$ cat src/rtl/jump_pkg.sv
// rtl/jump_pkg.sv - shared widths, FSM state type and J-format opcodes for the jump-field path
package jump_pkg;

  localparam int FIELD_W   = 26;
  localparam int WORD_W    = 32;
  localparam int OPC_W     = 6;
  localparam int ADDR_HI_W = WORD_W - FIELD_W;

  typedef enum logic [1:0] {
    IDLE  = 2'd0,
    CHECK = 2'd1,
    EMIT  = 2'd2
  } state_t;

  localparam logic [OPC_W-1:0] OPC_J   = 6'b000010;
  localparam logic [OPC_W-1:0] OPC_JAL = 6'b000011;

  // Opcode occupies the top bits; the field is the low 26 bits of the target.
  function automatic logic [WORD_W-1:0] pack_instr(input logic [OPC_W-1:0]   opc,
                                                   input logic [FIELD_W-1:0] field);
    return {opc, field};
  endfunction

endpackage

$ cat src/rtl/sat_counter.sv
// rtl/sat_counter.sv - event counter that either wraps or sticks at all-ones
module sat_counter #(
  parameter int W   = 8,
  parameter bit SAT = 1'b0
) (
  input  logic         clk,
  input  logic         rst_n,
  input  logic         inc,
  output logic [W-1:0] count
);

  // Count one per inc; in saturating mode hold once every bit is set.
  always_ff @(posedge clk) begin
    if (!rst_n) begin
      count <= '0;
    end else if (inc) begin
      if (!(SAT && (&count))) begin
        count <= count + W'(1);
      end
    end
  end

endmodule

$ cat src/rtl/jump_field_packer.sv
// rtl/jump_field_packer.sv - range-checks a jump target and packs {opcode, field}
module jump_field_packer
  import jump_pkg::*;
#(
  parameter bit STRICT = 1'b1,
  parameter int CNT_W  = 8
) (
  input  logic               clk,
  input  logic               rst_n,
  input  logic               in_valid,
  output logic               in_ready,
  input  logic [WORD_W-1:0]  in_addr,
  input  logic [OPC_W-1:0]   in_opcode,
  output logic               out_valid,
  input  logic               out_ready,
  output logic [FIELD_W-1:0] out_field,
  output logic [WORD_W-1:0]  out_instr,
  output logic               out_err,
  output logic               err_pulse,
  output logic [CNT_W-1:0]   ok_count,
  output logic [CNT_W-1:0]   err_count
);

  state_t              state;
  state_t              state_nxt;
  logic                ready_en;
  logic [WORD_W-1:0]   addr_q;
  logic [OPC_W-1:0]    opc_q;
  logic                range_ok;
  logic                capture;
  logic                ok_inc;
  logic                err_inc;
  logic                load_out;

  // A target survives zero-extension only if nothing sits above the field.
  assign range_ok = (addr_q[WORD_W-1:FIELD_W] == '0);
  assign capture  = in_valid && in_ready;

  // State register.
  always_ff @(posedge clk) begin
    if (!rst_n) begin
      state <= IDLE;
    end else begin
      state <= state_nxt;
    end
  end

  // Next-state logic: capture, one check cycle, then hold until accepted.
  always_comb begin
    state_nxt = state;
    case (state)
      IDLE:    if (capture) state_nxt = CHECK;
      CHECK:   state_nxt = (range_ok || !STRICT) ? EMIT : IDLE;
      EMIT:    if (out_ready) state_nxt = IDLE;
      default: state_nxt = IDLE;
    endcase
  end

  // Output decode from the state register and captured target only.
  always_comb begin
    in_ready  = (state == IDLE) && ready_en;
    out_valid = (state == EMIT);
    err_pulse = (state == CHECK) && !range_ok;
    err_inc   = (state == CHECK) && !range_ok;
    ok_inc    = (state == CHECK) && range_ok;
    load_out  = (state == CHECK) && (range_ok || !STRICT);
  end

  // Hold off in_ready for the cycle reset is asserted so nothing is taken during it.
  always_ff @(posedge clk) begin
    if (!rst_n) begin
      ready_en <= 1'b0;
    end else begin
      ready_en <= 1'b1;
    end
  end

  // Capture the target and opcode once; inputs are ignored afterwards.
  always_ff @(posedge clk) begin
    if (!rst_n) begin
      addr_q <= '0;
      opc_q  <= '0;
    end else if (capture) begin
      addr_q <= in_addr;
      opc_q  <= in_opcode;
    end
  end

  // Result registers load at the end of CHECK and stay frozen through EMIT.
  always_ff @(posedge clk) begin
    if (!rst_n) begin
      out_field <= '0;
      out_instr <= '0;
      out_err   <= 1'b0;
    end else if (load_out) begin
      out_field <= addr_q[FIELD_W-1:0];
      out_instr <= pack_instr(opc_q, addr_q[FIELD_W-1:0]);
      out_err   <= !range_ok;
    end
  end

  sat_counter #(
    .W   (CNT_W),
    .SAT (1'b0)
  ) u_ok_cnt (
    .clk   (clk),
    .rst_n (rst_n),
    .inc   (ok_inc),
    .count (ok_count)
  );

  sat_counter #(
    .W   (CNT_W),
    .SAT (1'b1)
  ) u_err_cnt (
    .clk   (clk),
    .rst_n (rst_n),
    .inc   (err_inc),
    .count (err_count)
  );

endmodule

$ cat config.mk
export PLATFORM = sky130hd
export DESIGN_NAME = jump_field_packer
export DESIGN_NICKNAME = d
export VERILOG_FILES = /design/src/rtl/jump_pkg.sv /design/src/rtl/sat_counter.sv /design/src/rtl/jump_field_packer.sv
export SDC_FILE = /design/constraint.sdc
export NUM_CORES = 1
export LEC_CHECK = 0
export BUFFER_PORTS_ARGS = -buffer_cell sky130_fd_sc_hd__buf_4
export CAP_MARGIN = 30
export CELL_PAD_IN_SITES_DETAIL_PLACEMENT = 0
export CELL_PAD_IN_SITES_GLOBAL_PLACEMENT = 1
export CORE_ASPECT_RATIO = 0.6
export CORE_MARGIN = 2
export CORE_UTILIZATION = 32
export DETAILED_ROUTE_END_ITERATION = 10
export PLACE_DENSITY_LB_ADDON = 0.2
export SETUP_SLACK_MARGIN = 0.05
export SYNTH_ARGS = -nofsm -noshare
export SYNTH_HDL_FRONTEND = slang
export SYNTH_SLANG_ARGS = --single-unit
$ cat constraint.sdc
create_clock -name clk -period 1.5 [get_ports clk]
set_input_delay 0.15 -clock clk [delete_from_list [all_inputs] [get_ports clk]]
set_output_delay 0.15 -clock clk [all_outputs]
set_load 0.01 [all_outputs]
==> impl_metrics.yaml <==
placement:
  io_buffers: 119
  dp_slack_ns: -0.0354
  hpwlAfterDp_um: 6680
  gp_congestion: 0.733
logic_synthesis:
  ys_top_cells_by_count: "nand2_1 (151), dfxtp_1 (90), a21oi_1 (80)"
  yosys_warnings: 0
  synth_edf_count: 0
  netlist.area_leader.share: 0.510
  synth_fp_nets: 483
  yosysMostFrequentCell: "nand2_1"
  yosysTopAreaCell: "dfxtp_1"
  ys_types: 33
  syn_area_um2: 3530
  ys.flop_type: "dfxtp_1"
  seq_area_frac_synth: 0.510
  synthTopCellsByArea: "dfxtp_1 (51%), nand2_1 (16%), a21oi_1 (11%), buf_4 (5.7%), clkbuf_1 (1.8%)"
  syn-instance-count: 439
  syn_area_per_cell_um2: 8.05
  ys_async_sr_fraction: 0
  ys_ff_latch: 90
clock_network:
  cts_buffers: 9
  path_clk_slew_ns: 0.07
  cts_tree: "yes"
  clockBufferDepth: 2
  clk_latency_ns: 0.34
  clock-sinks: 90
  clockRootBuffer: "clkbuf_16"
  htreeDepth: 3
  ctsHoldBuffers: 0
timing:
  period_needed_ns: 1.75
  setup_viol: 16
  finalHoldViolCount: 0
  tightest_slew_ns: 0.352
  max_slew_margin: 0.766
  worst_slack_ns: -0.249
  post-route-period-util: 1.17
  maxSlewViolCount: 0
  tns_ns: -1.27
  rsz0062_at_grt: "yes"
  finClkSkew_ns: 0.00494
  fmax_ghz: 0.572
detailed_routing:
  drt-vias-per-instance: 4.75
  wire_per_inst_um: 15.0
  drt_iter0_markers: 132
  drt_pass1_iterations: 4
  vias: 3321
  route.detailed.drc: 0
  routed_wl_um: 10500
  ant_nets: 0
global_route:
  grt_pass1_wl_um: 15100
  antenna_found_initial: 0
  overflow: 0
  grt_pass1_vias: 2988
  grt_max_degree: 57
  gr-usage-all-layers: 0.159
status:
  violations: "setup timing"
  status: "finished with violations"
critical_path:
  cp.required_ns: 1.35
  end_kind: "primary output"
  crit_type: "reg2out"
  cp.arrival_ns: 1.60
  start_kind: "register"
  path_max_fanout: 2
die:
  start_util: 0.331
  ios: 120
  num_rows: 29
  dieArea_um2: 11900
  core_um2: 10700
  die_w_um: 140
  die_h_um: 85.4
cells_and_area:
  drive_gt1_frac: 0.441
  syn2layout_area_growth_pct: 52.9
  insertedDiodeCount: 0
  nFillCells: 1033
  num-nets-final: 599
pwr:
  power_density_nw_per_um2: 947
  power.leakage_nw: 2.39
  vdd_drop_max_mv: 0.572
  power_frac_seq: 0.489
  total_power_mw: 5.12
  switching_share: 0.250
  pwr-share-comb: 0.104
  switchingPower_mw: 1.28
  p_clk_frac: 0.407
  internal_power_mw: 3.84
flow_run:
  drv_cap: 0
hold_path:
  min_path_type: "in2reg"
repair_timing:
action                     4_1_cts  5_1_grt
buffers inserted                 1        2
pin swaps                        6       48
cloned                           0        7
resized for setup               15       89
setup endpoints to repair       36       58
worst max-delay path, stage by stage (launching register included):
cell	delay [ns]
dfxtp_2	0.32
or4_4	0.54
o21ai_4	0.16
buf_12	0.12
inv_2	0.03
buf_6	0.10
through the flow:
stage / hold slack, ns / utilization / area [um^2] / instances
5_1_grt: 0.0508 / 0.506 / 5400 / 699
4_1_cts: 0.0504 / 0.457 / 4870 / 690
3_5_place_dp: 0.409 / 0.427 / 4550 / 673
2_1_floorplan: 0.178 / - / 3540 / 439
3_3_place_gp: 0.403 / 0.427 / 4550 / 673
6_report: 0.0582 / 0.506 / 5400 / 699
logic make-up (layout without fill, tap and decap cells):
group	count (synthesis)	after routing	share of synthesized area
compound gates	95	95	0.144
xor+xnor	1	1	0.00248
fa+ha+maj	2	2	0.00708
buf+inv	56	177	0.0910
flops	90	90	0.510
mux	3	3	0.00850
simple gates	192	192	0.237
cells in the final DEF, fill, tap and decap left out, types with 3 or more instances in the layout:
cell / instances
a21oi_2: 25
o31ai_1: 4
o21ai_0: 3
or3_1: 3
dfxtp_2: 6
clkbuf_16: 15
nand4_1: 4
nand3_1: 4
buf_4: 136
nand2_2: 8
clkinv_2: 4
a21oi_1: 55
nand2_1: 128
nand2b_1: 4
buf_6: 4
mux2i_1: 3
nand2_4: 15
or4_4: 3
nor2_1: 3
buf_12: 9
dfxtp_1: 84
final cells by class:
class	instances	area, um^2	area share
clock buffer	9	225	0.0417
tap	139	174	0.0322
multi-input combinational	293	1710	0.316
sequential	90	1810	0.335
inverter	4	15.0	0.00278
timing repair buffer	157	1430	0.264
clock inverter	7	45.0	0.00834
power by group through the flow:
stage          sequential (mW)  combinational, mW  clock (mW)
2_1_floorplan             2.54              0.201           0
3_3_place_gp              2.54              0.409           0
3_5_place_dp              2.54              0.413           0
4_1_cts                   2.49              0.431        2.12
5_1_grt                   2.51              0.575        2.22
6_report                  2.50              0.533        2.08
metal layers:
metal  wire (um)  part of all wire  global-route usage  up-vias
li1            -                 -                   -     1662
met2        4620              0.44               0.231       79
met5           0                 0                   0        -
met3         478             0.046              0.0423        7
met1        5300              0.51               0.232     1573
met4          75            0.0072              0.0482        0
flip-flops by register name, summed over array words and instances, names as in the netlist:
signal	flops
state	2
out_err	1
out_field	25
u_err_cnt.count	8
addr_q	32
opc_q	6
u_ok_cnt.count	8
ready_en	1
out_instr	7
path summary, 6_finish.rpt:
kind,slack (ns),end,depth (start not counted),from
max,-0.25,err_pulse,5,addr_q[26]
min,0.06,addr_q[17],3,in_addr[17]
max reg2reg,-0.14,u_err_cnt.count[3],6,addr_q[30]
min reg2reg,0.45,out_field[2],2,addr_q[2]
Power figures use the tool's default switching activity.
